===== src/rtl/alu_issue_pkg.sv =====
// Shared decode constants, the issued-bundle type and the one-hot ALU opcode helper.
package alu_issue_pkg;

  localparam int unsigned XLEN_C = 32;

  localparam logic [6:0] OPC_OP    = 7'b0110011;
  localparam logic [6:0] OPC_OPIMM = 7'b0010011;
  localparam logic [6:0] OPC_LUI   = 7'b0110111;
  localparam logic [6:0] OPC_AUIPC = 7'b0010111;

  localparam logic [2:0] F3_ADD  = 3'b000;
  localparam logic [2:0] F3_SLL  = 3'b001;
  localparam logic [2:0] F3_SLT  = 3'b010;
  localparam logic [2:0] F3_SLTU = 3'b011;
  localparam logic [2:0] F3_XOR  = 3'b100;
  localparam logic [2:0] F3_SRL  = 3'b101;
  localparam logic [2:0] F3_OR   = 3'b110;
  localparam logic [2:0] F3_AND  = 3'b111;

  localparam logic [6:0] F7_BASE = 7'b0000000;
  localparam logic [6:0] F7_ALT  = 7'b0100000;

  typedef struct packed {
    logic [XLEN_C-1:0] op1;
    logic [XLEN_C-1:0] op2;
    logic [7:0]        opcode;
    logic              alt;
    logic [4:0]        rd_addr;
    logic              rd_we;
    logic              illegal;
  } bundle_t;

  function automatic logic [7:0] alu_onehot(input logic [2:0] f3);
    return 8'b0000_0001 << f3;
  endfunction

endpackage


===== src/rtl/alu_issue_if.sv =====
// Execute-side bundle: issue stage drives it as master, the ALU consumes it as slave.
interface alu_issue_if;
  import alu_issue_pkg::*;

  logic              op_valid;
  logic              op_ready;
  logic [XLEN_C-1:0] op1;
  logic [XLEN_C-1:0] op2;
  logic [7:0]        alu_opcode;
  logic              alu_alt;
  logic [4:0]        rd_addr;
  logic              rd_we;
  logic              illegal;

  modport master (
    output op_valid, op1, op2, alu_opcode, alu_alt, rd_addr, rd_we, illegal,
    input  op_ready
  );

  modport slave (
    input  op_valid, op1, op2, alu_opcode, alu_alt, rd_addr, rd_we, illegal,
    output op_ready
  );
endinterface


===== src/rtl/alu_issue_dec.sv =====
// Combinational RV32I ALU-class decode: builds the next issue bundle from the instruction word.
module alu_issue_dec
  import alu_issue_pkg::*;
(
  input  logic [31:0]       instr_i,
  input  logic [31:0]       pc_i,
  input  logic [XLEN_C-1:0] rs1_data_i,
  input  logic [XLEN_C-1:0] rs2_data_i,
  output bundle_t           bundle_o
);

  logic [2:0] f3;
  logic [6:0] f7;
  logic       legal;

  assign f3 = instr_i[14:12];
  assign f7 = instr_i[31:25];

  always_comb begin
    bundle_o = '0;
    legal    = 1'b0;
    case (instr_i[6:0])
      OPC_OP: begin
        legal           = (f7 == F7_BASE) ||
                          ((f7 == F7_ALT) && ((f3 == F3_ADD) || (f3 == F3_SRL)));
        bundle_o.op1    = rs1_data_i;
        bundle_o.op2    = rs2_data_i;
        bundle_o.opcode = alu_onehot(f3);
        bundle_o.alt    = instr_i[30];
      end
      OPC_OPIMM: begin
        bundle_o.op1    = rs1_data_i;
        bundle_o.opcode = alu_onehot(f3);
        case (f3)
          F3_SLL: begin
            legal        = (f7 == F7_BASE);
            bundle_o.op2 = {27'd0, instr_i[24:20]};
          end
          F3_SRL: begin
            legal        = (f7 == F7_BASE) || (f7 == F7_ALT);
            bundle_o.op2 = {27'd0, instr_i[24:20]};
            bundle_o.alt = instr_i[30];
          end
          default: begin
            legal        = 1'b1;
            bundle_o.op2 = {{20{instr_i[31]}}, instr_i[31:20]};
          end
        endcase
      end
      OPC_LUI: begin
        legal           = 1'b1;
        bundle_o.op2    = {instr_i[31:12], 12'd0};
        bundle_o.opcode = alu_onehot(F3_ADD);
      end
      OPC_AUIPC: begin
        legal           = 1'b1;
        bundle_o.op1    = pc_i;
        bundle_o.op2    = {instr_i[31:12], 12'd0};
        bundle_o.opcode = alu_onehot(F3_ADD);
      end
      default: legal = 1'b0;
    endcase

    // Illegal bundles are still issued, but scrubbed so nothing downstream acts on them.
    if (!legal) begin
      bundle_o         = '0;
      bundle_o.illegal = 1'b1;
    end else begin
      bundle_o.rd_addr = instr_i[11:7];
      bundle_o.rd_we   = (instr_i[11:7] != 5'd0);
    end
  end

endmodule


===== src/rtl/alu_issue.sv =====
// Decode/issue stage: one-entry output register with pass-through ready and a legal-issue counter.
module alu_issue
  import alu_issue_pkg::*;
#(
  parameter int unsigned XLEN = 32
) (
  input  logic              clk_i,
  input  logic              rst_ni,
  input  logic              flush_i,
  input  logic              instr_valid_i,
  output logic              instr_ready_o,
  input  logic [31:0]       instr_i,
  input  logic [31:0]       pc_i,
  output logic [4:0]        rs1_addr_o,
  output logic [4:0]        rs2_addr_o,
  input  logic [XLEN-1:0]   rs1_data_i,
  input  logic [XLEN-1:0]   rs2_data_i,
  alu_issue_if.master       op_if,
  output logic [31:0]       issue_count_o
);

  localparam logic ST_EMPTY = 1'b0;
  localparam logic ST_FULL  = 1'b1;

  logic        state_q, state_d;
  bundle_t     bundle_q, bundle_d;
  bundle_t     dec_bundle;
  logic [31:0] count_q, count_d;
  logic        accept, consume;

  assign rs1_addr_o = instr_i[19:15];
  assign rs2_addr_o = instr_i[24:20];

  alu_issue_dec u_dec (
    .instr_i    (instr_i),
    .pc_i       (pc_i),
    .rs1_data_i (rs1_data_i),
    .rs2_data_i (rs2_data_i),
    .bundle_o   (dec_bundle)
  );

  assign instr_ready_o = (state_q == ST_EMPTY) || op_if.op_ready;
  assign accept        = instr_valid_i && instr_ready_o;
  assign consume       = (state_q == ST_FULL) && op_if.op_ready;

  always_comb begin
    state_d  = state_q;
    bundle_d = bundle_q;
    count_d  = count_q;
    // A consume in a flush cycle still counts; flush only cancels the state/load.
    if (consume && !bundle_q.illegal) begin
      count_d = count_q + 32'd1;
    end
    if (flush_i) begin
      state_d = ST_EMPTY;
    end else if (accept) begin
      state_d  = ST_FULL;
      bundle_d = dec_bundle;
    end else if (consume) begin
      state_d = ST_EMPTY;
    end
  end

  always_ff @(posedge clk_i or negedge rst_ni) begin
    if (!rst_ni) begin
      state_q  <= ST_EMPTY;
      bundle_q <= '0;
      count_q  <= '0;
    end else begin
      state_q  <= state_d;
      bundle_q <= bundle_d;
      count_q  <= count_d;
    end
  end

  assign op_if.op_valid   = (state_q == ST_FULL);
  assign op_if.op1        = bundle_q.op1;
  assign op_if.op2        = bundle_q.op2;
  assign op_if.alu_opcode = bundle_q.opcode;
  assign op_if.alu_alt    = bundle_q.alt;
  assign op_if.rd_addr    = bundle_q.rd_addr;
  assign op_if.rd_we      = bundle_q.rd_we;
  assign op_if.illegal    = bundle_q.illegal;
  assign issue_count_o    = count_q;

endmodule


===== src/flat_wrapper.sv =====
// flat-port wrapper written by rule: the top's interface ports become plain ports
module alu_issue_flat import alu_issue_pkg::*;
#(
  parameter int unsigned XLEN = 32
)
  (clk_i, rst_ni, flush_i, instr_valid_i, instr_ready_o, instr_i, pc_i, rs1_addr_o, rs2_addr_o, rs1_data_i, rs2_data_i, issue_count_o, op_if_op_valid, op_if_op1, op_if_op2, op_if_alu_opcode, op_if_alu_alt, op_if_rd_addr, op_if_rd_we, op_if_illegal, op_if_op_ready);
  alu_issue_if op_if_i ();
  input  logic clk_i;
  input  logic rst_ni;
  input  logic flush_i;
  input  logic instr_valid_i;
  output logic instr_ready_o;
  input  logic [31:0] instr_i;
  input  logic [31:0] pc_i;
  output logic [4:0] rs1_addr_o;
  output logic [4:0] rs2_addr_o;
  input  logic [XLEN-1:0] rs1_data_i;
  input  logic [XLEN-1:0] rs2_data_i;
  output logic [31:0] issue_count_o;
  output wire logic [$bits(op_if_i.op_valid)-1:0] op_if_op_valid;
  output wire logic [$bits(op_if_i.op1)-1:0] op_if_op1;
  output wire logic [$bits(op_if_i.op2)-1:0] op_if_op2;
  output wire logic [$bits(op_if_i.alu_opcode)-1:0] op_if_alu_opcode;
  output wire logic [$bits(op_if_i.alu_alt)-1:0] op_if_alu_alt;
  output wire logic [$bits(op_if_i.rd_addr)-1:0] op_if_rd_addr;
  output wire logic [$bits(op_if_i.rd_we)-1:0] op_if_rd_we;
  output wire logic [$bits(op_if_i.illegal)-1:0] op_if_illegal;
  input wire logic [$bits(op_if_i.op_ready)-1:0] op_if_op_ready;
  assign op_if_op_valid = op_if_i.op_valid;
  assign op_if_op1 = op_if_i.op1;
  assign op_if_op2 = op_if_i.op2;
  assign op_if_alu_opcode = op_if_i.alu_opcode;
  assign op_if_alu_alt = op_if_i.alu_alt;
  assign op_if_rd_addr = op_if_i.rd_addr;
  assign op_if_rd_we = op_if_i.rd_we;
  assign op_if_illegal = op_if_i.illegal;
  assign op_if_i.op_ready = op_if_op_ready;
  alu_issue #(.XLEN(XLEN)) u_core (.clk_i(clk_i), .rst_ni(rst_ni), .flush_i(flush_i), .instr_valid_i(instr_valid_i), .instr_ready_o(instr_ready_o), .instr_i(instr_i), .pc_i(pc_i), .rs1_addr_o(rs1_addr_o), .rs2_addr_o(rs2_addr_o), .rs1_data_i(rs1_data_i), .rs2_data_i(rs2_data_i), .op_if(op_if_i), .issue_count_o(issue_count_o));
endmodule

===== config.mk =====
export PLATFORM = sky130hd
export DESIGN_NAME = alu_issue_flat
export DESIGN_NICKNAME = d
export VERILOG_FILES = /design/src/rtl/alu_issue_pkg.sv /design/src/rtl/alu_issue_if.sv /design/src/rtl/alu_issue_dec.sv /design/src/rtl/alu_issue.sv /design/src/flat_wrapper.sv
export SDC_FILE = /design/constraint.sdc
export NUM_CORES = 1
export LEC_CHECK = 0
export CAP_MARGIN = 0
export CORE_MARGIN = 3
export CORE_UTILIZATION = 42
export CTS_CLUSTER_DIAMETER = 60
export CTS_CLUSTER_SIZE = 40
export DETAILED_ROUTE_END_ITERATION = 10
export PLACE_DENSITY = 0.88
export SLEW_MARGIN = 5
export SYNTH_ARGS = -nofsm -noshare
export SYNTH_HDL_FRONTEND = slang
export SYNTH_SLANG_ARGS = --single-unit

===== constraint.sdc =====
create_clock -name clk_i -period 2.5 [get_ports clk_i]
set_input_delay 0.5 -clock clk_i [delete_from_list [all_inputs] [get_ports clk_i]]
set_output_delay 0.5 -clock clk_i [all_outputs]
set_load 0.01 [all_outputs]

==> Yosys cells after proc, flatten, opt, wreduce, memory -nomap -nowiden <==
Index checks and enable logic that the tools add are counted.
{ "classes": {"n_shift": 1, "bitwise_logic": 2, "muxes": 13, "n_reduce_logical": 17, "n_addsub": 1, "eq_ne": 7} }
{ "ops": {"columns": ["operator", "count"], "rows": [
  ["40-bit one-hot mux with 3 select lines", 1],
  ["73-bit 2-to-1 mux", 1],
  ["32-bit one-hot mux with 2 select lines", 1],
  ["32-bit by 1-bit adder with 32-bit output, second input constant", 1],
  ["32-bit 2-to-1 mux", 1],
  ["7-bit by 6-bit == test with 1-bit output, second input constant", 3],
  ["7-bit by 5-bit == test with 1-bit output, second input constant", 2],
  ["1-bit by 3-bit left shift with 8-bit output, first input constant", 1],
  ["7-bit zero test", 1],
  ["6-bit 2-to-1 mux", 1],
  ["2-bit OR reduction", 3],
  ["1-bit 2-to-1 mux", 5],
  ["5-bit nonzero test", 1],
  ["1-bit logical AND", 4],
  ["1-bit logical OR", 4],
  ["1-bit one-hot mux with 2 select lines", 2],
  ["3-bit by 1-bit == test with 1-bit output, second input constant", 1],
  ["3-bit == test, second input constant", 1],
  ["3-bit zero test", 1],
  ["1-bit one-hot mux with 3 select lines", 1],
  ["3-bit nonzero test", 1],
  ["1-bit NOT", 2],
  ["2-bit AND reduction", 1],
  ["1-bit zero test", 1]
]} }
{ "totals": {"ff_bits": 113, "in_bits": 133, "out_inout_bits": 124, "wordCells": 50} }

==> Logic depth before layout (Yosys ltp) <==
Gate-level depths: netlist of the first run.
{ "logic_depth": {"ltp_word": 6, "mapped_depth": 8, "ltp_nobuf": 6} }

==> Modules after synthesis <==
A second synthesis of the first run with hierarchy kept.
{ "unflattened": {"cells_unflattened": 507, "area_unflattened_um2": 5845.6} }
{ "modules_own_cells": {"columns": ["mod", "n_inst", "area_each_um2", "cells_each", "seq_area_each_um2"], "rows": [
  ["alu_issue", 1, 4606.9, 304, 2827.7],
  ["alu_issue_dec", 1, 1238.7, 203, 0.0]
]} }

==> Worst setup path before layout of the first run <==
OpenSTA, ideal clock, no wires.
{ "synth_path": {"kind": "in2reg", "from": "input port instr_i[12]", "to": "register u_core.bundle_q, in the netlist u_core.op_if.op2[17]", "arrival_time_ns": 2.003, "required_time_ns": 2.426, "cell_stages": 8, "setup_time_ns": 0.074, "path_slack_ns": 0.423, "path_buffers": 3, "cell_sequence": "buf_6 > or4b_4 > o2111ai_2 > a211oi_2 > or2_1 > buf_6 > buf_8 > o21ai_2"} }
{ "synth_between": {"elab_chain_len": 6, "word_cells_on_any_way": 12, "classes_between": "2 x eq/ne; 5 x mux; 5 x reduce/logical"} }
{ "synth_lines": {"columns": ["element", "line", "rtl"], "rows": [
  ["start: declaration", "flat_wrapper.sv:13", "input logic [31:0] instr_i;"],
  ["3-bit == test or 3-bit zero test (tied branches)", "alu_issue_dec.sv:25, alu_issue_dec.sv:34", null],
  ["1-bit logical OR", "alu_issue_dec.sv:25", "((f7 == F7_ALT) && ((f3 == F3_ADD) || (f3 == F3_SRL)));"],
  ["1-bit logical AND", "alu_issue_dec.sv:25", null],
  ["1-bit logical OR", "alu_issue_dec.sv:24", "legal = (f7 == F7_BASE) ||"],
  ["1-bit one-hot mux with 3 select lines", "alu_issue_dec.sv:22", "case (instr_i[6:0])"],
  ["73-bit 2-to-1 mux *", "alu_issue_dec.sv:65", "if (!legal) begin"],
  ["end signal: assignment", "alu_issue.sv:71", "bundle_q <= bundle_d;"],
  ["end: declaration", "alu_issue.sv:26", "bundle_t bundle_q, bundle_d;"]
]} }
Every way passes the cells marked *; elsewhere a longest branch is shown, timed or not.
A chain may end at the register's enable or synchronous reset.

==> Final worst setup path of the first run <==
{ "layout_path": {"from": "input port instr_i[13]", "to": "register u_core.bundle_q, in the netlist u_core.op_if.op2[17]"} }
The elaborated chain is that of the path after synthesis.

==> results of run 1 <==
## layout by cell type, fill, tap and decap left out, types with 19 or more instances in the layout
| master | Yosys | final |
|---|---|---|
| nand2_1 | 83 | 82 |
| buf_4 | 10 | 36 |
| a221oi_1 | 19 | 19 |
| a21oi_1 | 38 | 38 |
| nor2b_1 | 35 | 34 |
| o21ai_2 | 50 | 50 |
| nor2_1 | 22 | 22 |
| clkdlybuf4s50_1 | 0 | 254 |
| dfrtp_1 | 113 | 113 |
## power by group through the flow
stage | logic [mW] | clock network, mW | registers (mW)
global placement | 0.586 | 0 | 1.91
floorplan | 0.199 | 0 | 1.92
CTS | 0.605 | 2.56 | 1.88
finish | 0.598 | 2.52 | 1.88
detailed placement | 0.602 | 0 | 1.91
global route | 0.646 | 2.64 | 1.88
## registers in the layout (all words and copies together) (netlist names)
| register | flops |
|---|---|
| u_core.op_if.op1 | 32 |
| u_core.op_if.rd_addr | 5 |
| u_core.issue_count_o | 32 |
| u_core.op_if.illegal | 1 |
| u_core.op_if.alu_alt | 1 |
| u_core.op_if.op_valid | 1 |
| u_core.op_if.alu_opcode | 8 |
| u_core.op_if.rd_we | 1 |
| u_core.op_if.op2 | 32 |
## final cells by class
cell class,count,share of cell area
Timing Repair Buffer,295,0.323
Tap cell,172,0.0240
Clock buffer,20,0.0510
Clock inverter,12,0.0182
Multi-Input combinational cell,375,0.265
Inverter,6,0.00251
Sequential cell,113,0.316
## routing by layer
layer | up-vias | routed length [um] | GRT usage
li1 | 2421 | - | -
met1 | 2500 | 6580 | 0.271
met2 | 221 | 9160 | 0.439
met3 | 29 | 1520 | 0.0870
met4 | 0 | 346 | 0.0829
met5 | - | 0 | 0
## through the flow
step                utilization  setup WS (ps)  hold WS [ps]  TNS [ps]
floorplan                     -            423           204         0
global placement          0.656           -105           456     -5120
detailed placement        0.656           -210           465     -8630
CTS                       0.704            193           112         0
global route              0.704           53.8           126         0
finish                    0.704            183           100         0
## worst max-delay path: cells and delay by family
family	cells	cell delay [ps]
and+or+nand+nor	3	1190
AOI/OAI and AO/OA	2	370
buffers and inverters	1	570
## final timing paths
check,slack (ps),startpoint,endpoint
worst max-delay path,180,instr_i[13],u_core.op_if.op2[17]
worst min-delay path,100,rst_ni,u_core.op_if.op1[28]
worst max register to register,600,u_core.issue_count_o[8],u_core.issue_count_o[25]
worst min register to register,470,u_core.op_if.op1[30],u_core.op_if.op1[30]
max in group asynchronous,1680,rst_ni,u_core.issue_count_o[3]
min in group clk_i,470,u_core.op_if.op1[30],u_core.op_if.op1[30]
## cell families after synthesis
logic type / synth area share
compound gates: 0.196
xor+xnor: 0.0492
fa+ha+maj: 0.00227
buf+inv: 0.0576
flops: 0.513
mux: 0.00907
simple gates: 0.173
==> impl_metrics.tcl, run 1 <==
set metrics [dict create \
    status "finished clean" \
    cp_slowest_cell "nor3_2" \
    min_period_over_period 0.927 \
    setup.worst_path.start_class "primary input" \
    drtPass1Iterations 4 \
    drc 0 \
    endpoint_kind "flop" \
    synth_seq_area_share 0.513 \
    place_hpwl_mm 13.6 \
    switchingPower_mw 1.10 \
    finalNetCount 942 \
    required_ps 2830 \
    synth_cell_type_count 46 \
    place_area_um2 8340 \
    initial_utilization 0.434 \
    finalSetupViolations 0 \
    rows 41 \
    rsz0062_at_grt "false" \
    port_buffers 256 \
    synth_top_area_share 0.513 \
    dieArea_um2 14500 \
    finalHoldViolations 0 \
    slew_violations 0 \
    path_clk_slew_ps 60 \
    synthToLayoutAreaGrowth_pct 62.4 \
    yosysTopAreaCell "dfrtp_1" \
    clockPowerShare 0.504 \
    synthFlopType "dfrtp_1" \
    num_vias 5171 \
    synthArstFlopShare 1.00 \
    avgSynthCellArea_um2 10.3 \
    io_pins 257 \
    path_max_fanout 19 \
    fin_skew_ps 6.42 \
    cts_setup_buffers 0 \
    power_mw 5.00 \
    layout.cells.non_filler 993 \
    cts_buffers 17 \
    routed_wl_mm 17.6 \
    fin_crit_ps 2320 \
    synth-seq-cells 113 \
    synth.most_common_cell "dfrtp_1" \
    grt_overflow_total 0 \
    antenna_found_initial 0 \
    syn-instance-count 536 \
    fillers 928 \
    syn_area_um2 5520 \
    total_leakage_power_nw 3.82 \
    clkLatencyLatePin_ps 400 \
    place_congestion 0.841 \
    slowest_delay_ps 930 \
    diodes 0 \
    worstSetupPathType "in -> reg" \
    tightest_slew_ps 1230 \
    ant_nets 0 \
    arrival_ps 2650 \
    post_cts_resized 0 \
    fmax_mhz 432 \
    max-cap-violations 0 \
    power_frac_comb 0.120 \
    power.density_nw_per_um2 558 \
    grt_pass1_wl_mm 27.8 \
    grtUsageTotal 0.246 \
    r2r_cells 6 \
    max-vdd-ir-drop_uv 454 \
    synth.top_cells.by_count "dfrtp_1 (113), nand2_1 (83), o21ai_2 (50)" \
    coreArea_um2 12700 \
    ctsHoldBuffers 0 \
    clock_path_buffers 2 \
    grt_start_max_net_pins 45 \
    seq_area_um2 2830 \
    synth_edf_count 0 \
    path_cells "clkdlybuf4s50_1 -> or2b_1 -> nand2_1 -> nor3_2 -> a221oi_1 -> o21ai_2" \
    drive_gt1_frac 0.162 \
    fin_area_um2 8960 \
    vias_per_cell 5.21 \
    syn_nets 670 \
    die_w_um 121 \
    ys_top_cells_by_area "dfrtp_1 (51%), o21ai_2 (7.9%), nand2_1 (5.6%)" \
    drt_iter0_markers 311 \
    multi_input_comb_area_um2 2380 \
    worstHoldPathType "in -> async" \
    htree_num_levels 4 \
    cts_sinks 113 \
    relSlewSlack 0.173 \
    placed_cells 961 \
    tritoncts "done" \
    cts_root_buffer "clkbuf_16" \
    wl_per_cell_um 17.7 \
    ys_warn_count 0 \
    pwr-share-seq 0.376 \
    p_int_mw 3.90 \
    die_h_um 121 \
    sw_frac_of_total 0.219 \
    grt_pass1_vias 5448 \
]
Power figures use the tool's default switching activity.
==> run 2, diff against run 1 <==
CORE_ASPECT_RATIO = 0.75   (was unset)
==> run 2 against run 1 <==
Compared with the run above: first-iteration DRC count grew 0.32%; final cell count shrank 0.70%; global-route usage grew 0.095 points; maximum frequency grew 0.46%; count of clock-buffer cells in the layout grew 1; combinational power is essentially flat; sequential power is essentially flat; critical path depth grew 1; setup slack gained 11 ps; sequential cell count is the same; critical path type unchanged.
==> impl_metrics.tcl, run 2 (synthesized netlist as in run 1, its figures left out) <==
set metrics [dict create \
    vias_per_cell 5.32 \
    wl_per_cell_um 18.1 \
    power.density_nw_per_um2 573 \
    max-cap-violations 0 \
    drtPass1Iterations 4 \
    total_leakage_power_nw 3.85 \
    fin_skew_ps 9.21 \
    drc 0 \
    worstSetupPathType "in -> reg" \
    dieArea_um2 14600 \
    htree_num_levels 4 \
    required_ps 2820 \
    final_common_cell "clkdlybuf4s50_1" \
    slew_violations 0 \
    path_cells "clkdlybuf4s50_1 -> or4_1 -> nor3_2 -> a211oi_2 -> or2_4 -> buf_12 -> o21ai_2" \
    post_cts_resized 0 \
    die_w_um 138 \
    tightest_slew_ps 1230 \
    fin_setup_tns_ps 0 \
    min_period_over_period 0.923 \
    fin_crit_ps 2310 \
    io_pins 257 \
    coreArea_um2 12600 \
    fmax_mhz 434 \
    placed_cells 955 \
    cts_sinks 113 \
    finalHoldViolations 0 \
    port_buffers 256 \
    slowest_delay_ps 580 \
    cts_root_buffer "clkbuf_16" \
    ctsHoldBuffers 0 \
    fin_util 0.718 \
    tritoncts "done" \
    rsz0062_at_grt "false" \
    synthToLayoutAreaGrowth_pct 63.5 \
    place_hpwl_mm 13.4 \
    grt_overflow_total 0 \
    multi_input_comb_area_um2 2380 \
    layout.cells.non_filler 986 \
    endpoint_kind "flop" \
    fillers 839 \
    clock_path_buffers 2 \
    final_cell_mix "clkdlybuf4s50_1 (254), dfrtp_1 (113), nand2_1 (82)" \
    seq_area_um2 2830 \
    status "finished clean" \
    drt_iter0_markers 312 \
    cts_setup_buffers 0 \
    routed_wl_mm 17.8 \
    place_congestion 0.843 \
    diodes 0 \
    grt_pass1_vias 5472 \
    cts_buffers 17 \
    ant_nets 0 \
    finalSetupViolations 0 \
    drive_gt1_frac 0.162 \
    path_clk_slew_ps 50 \
    grt_start_max_net_pins 58 \
    die_h_um 105 \
    max-vdd-ir-drop_uv 476 \
    grt_pass1_wl_mm 28.6 \
    fin_hold_ws_ps 95.5 \
    path_max_fanout 19 \
    clkLatencyLatePin_ps 400 \
    cp_slowest_cell "or4_1" \
    arrival_ps 2630 \
    antenna_found_initial 0 \
    num_vias 5244 \
    worstHoldPathType "in -> async" \
    initial_utilization 0.439 \
    r2r_cells 6 \
    finalNetCount 942 \
    setup.worst_path.start_class "primary input" \
    grtUsageTotal 0.247 \
    rows 35 \
    relSlewSlack 0.174 \
]
-- run 2: cell count changes in the layout (fill, tap and decap cells not counted), sizes merged --
cell,change
clkinv,-4
bufinv,+1
clkbuf,+1
clkinvlp,+1
-- run 2: layer usage --
metal / vias up / track usage / share of wire
met5: - / 0 / 0
met4: 0 / 0.0762 / 0.022
met3: 35 / 0.0776 / 0.076
met2: 227 / 0.437 / 0.51
met1: 2555 / 0.288 / 0.39
li1: 2427 / - / -
-- run 2: final cells by class --
cell class              instances  area share
well taps                     166      0.0230
clock inverters                10      0.0200
inverters                       6     0.00250
flip-flops and latches        113       0.313
clock buffers                  21      0.0533
repair buffers                295       0.324
multi-input cells             375       0.264
-- run 2: worst paths after layout --
check | startpoint | end | slack [ps]
min reg2reg | u_core.op_if.op2[20] | u_core.op_if.op2[20] | 480
min | rst_ni | u_core.op_if.op1[7] | 100
max | instr_i[28] | u_core.op_if.op1[4] | 190
max in group asynchronous | rst_ni | u_core.issue_count_o[6] | 1570
max reg2reg | u_core.issue_count_o[8] | u_core.issue_count_o[18] | 650
min in group clk_i | u_core.op_if.op2[20] | u_core.op_if.op2[20] | 480
-- run 2: stage by stage --
stage	total power, mW	worst slack, ps	area (um2)
3_5_place_dp	2.51	-178	8360
3_3_place_gp	2.49	-50.9	8360
2_1_floorplan	2.12	423	5520
5_1_grt	5.34	111	9020
4_1_cts	5.21	201	9020
6_report	5.17	193	9020
-- run 2: where the power goes --
part           switching, mW  leakage [nW]  internal, mW
logic                  0.258          1.96         0.341
registers             0.0262          1.56          1.86
clock network          0.824         0.321          1.86
total                   1.11          3.85          4.06
-- run 2: critical path: cells and delay by family --
kind	cells	cell delay [ps]
AO/OA/AOI/OAI	2	310
AND/OR/NAND/NOR	3	1190
buffers and inverters	2	610
==> run 3, diff against run 2 <==
PLACE_DENSITY = unset   (was 0.88)
PLACE_DENSITY_LB_ADDON = 0.2   (was unset)
RECOVER_POWER = 100   (was unset)
==> run 3 against run 2 <==
Compared with the run above: die area did not move; non-clock buffer count increased by 1; via count decreased by 1.1%; routed wire length decreased by 2.2%; sequential power barely moved; register-to-register slack improved by 40 ps; critical path type is now in -> out; sequential cell count unchanged; sequential share of layout area is 0.72 points higher; cell area shrank 2.2%; global-route usage is 0.56 points lower; power down 5.0%.
==> impl_metrics.tcl, run 3 (synthesized netlist as in run 1, its figures left out) <==
set metrics [dict create \
    endpoint_kind "output pin" \
    cts_root_buffer "clkbuf_16" \
    num_vias 5184 \
    fin_crit_ps 2410 \
    clockPowerShare 0.500 \
    htree_num_levels 4 \
    tightest_slew_ps 1210 \
    place_congestion 0.903 \
    drc 0 \
    tritoncts "done" \
    min_period_over_period 0.963 \
    dieArea_um2 14600 \
    fillers 931 \
    fin_skew_ps 7.79 \
    drtPass1Iterations 4 \
    sw_frac_of_total 0.233 \
    synthToLayoutAreaGrowth_pct 59.9 \
    grt_pass1_vias 5309 \
    p_int_mw 3.77 \
    setup_ws_ps 93.1 \
    grt_pass1_wl_mm 28.2 \
    cts_sinks 113 \
    grt_overflow_total 0 \
    drive_gt1_frac 0.127 \
    switchingPower_mw 1.14 \
    io_pins 257 \
    vias_per_cell 5.25 \
    power_frac_comb 0.117 \
    dp_slack_ps -167 \
    place_hpwl_mm 13.0 \
    power_mw 4.91 \
    finalNetCount 943 \
    grt_start_max_net_pins 56 \
    die_h_um 105 \
    ant_nets 0 \
    slew_violations 0 \
    max-cap-violations 0 \
    rsz0062_at_grt "false" \
    setup.worst_path.start_class "primary input" \
    path_clk_slew_ps 60 \
    finalHoldViolations 0 \
    final_cell_mix "clkdlybuf4s50_1 (128), dlygate4sd3_1 (126), dfrtp_1 (113)" \
    initial_utilization 0.439 \
    worstSetupPathType "in -> out" \
    diodes 0 \
    seq_area_um2 2830 \
    power.density_nw_per_um2 556 \
    clock_path_buffers 2 \
    final_common_cell "clkdlybuf4s50_1" \
    fmax_mhz 415 \
    grtUsageTotal 0.241 \
    total_leakage_power_nw 4.14 \
    arrival_ps 1910 \
    pwr-share-seq 0.383 \
    required_ps 2000 \
    coreArea_um2 12600 \
    relSlewSlack 0.190 \
    die_w_um 138 \
    path_max_fanout 5 \
    max-vdd-ir-drop_uv 457 \
    finalSetupViolations 0 \
    clkLatencyLatePin_ps 410 \
    drt_iter0_markers 190 \
    multi_input_comb_area_um2 2270 \
    status "finished clean" \
    antenna_found_initial 0 \
    rows 35 \
    port_buffers 256 \
    wl_per_cell_um 17.7 \
    routed_wl_mm 17.5 \
    worstHoldPathType "in -> async" \
    cts_buffers 17 \
]
-- run 3: power groups by stage --
stage                     Combinational, mW  Sequential (mW)  Clock (mW)
after global routing                  0.621             1.88        2.59
after floorplan                       0.199             1.92           0
after CTS                             0.610             1.88        2.49
after detailed placement              0.605             1.91           0
after global placement                0.596             1.91           0
final                                 0.575             1.88        2.45
-- run 3: stage by stage --
step | hold WS (ps) | std cells | area, um2 | TNS, ps | utilization
floorplan | 204 | 536 | 5520 | 0 | -
global route | 417 | 988 | 8820 | 0 | 0.702
detailed placement | 463 | 956 | 8370 | -7200 | 0.666
CTS | 130 | 988 | 8970 | 0 | 0.714
finish | 327 | 988 | 8820 | 0 | 0.702
global placement | 456 | 956 | 8370 | -5830 | 0.666
-- run 3: final cells by class --
class	instances	area share
clock buffers	18	0.0498
inverters	6	0.00255
clock inverters	14	0.0186
repair buffers	296	0.327
multi-input cells	375	0.258
well taps	166	0.0236
flip-flops and latches	113	0.321
-- run 3: path summary, 6_finish.rpt --
| path | from | endpoint | slack, ps | depth (start not counted) |
|---|---|---|---|---|
| max | op_if_op_ready | instr_ready_o | 90 | 3 |
| min | rst_ni | u_core.issue_count_o[20] | 330 | 1 |
| max reg2reg | u_core.issue_count_o[8] | u_core.issue_count_o[18] | 690 | 6 |
| min reg2reg | u_core.issue_count_o[31] | u_core.issue_count_o[31] | 470 | 1 |
| max in group asynchronous | rst_ni | u_core.op_if.op2[0] | 650 | 2 |
| min in group clk_i | u_core.issue_count_o[31] | u_core.issue_count_o[31] | 470 | 1 |
-- run 3: what timing repair did --
item                       4_1_cts  5_1_grt
setup endpoints to repair        0        1
resized for setup                0        1
setup buffers                    0        0
hold buffers                     0        0
-- run 3: per-layer routing --
metal  part of all wire  track usage
met5                  0            0
met4              0.025       0.0959
met3              0.071       0.0771
met2               0.49        0.390
met1               0.42        0.303
-- run 3: critical path, cell delays in order --
cell	delay [ps]
dlygate4sd3_1	570
nand2b_1	250
clkdlybuf4s50_1	580
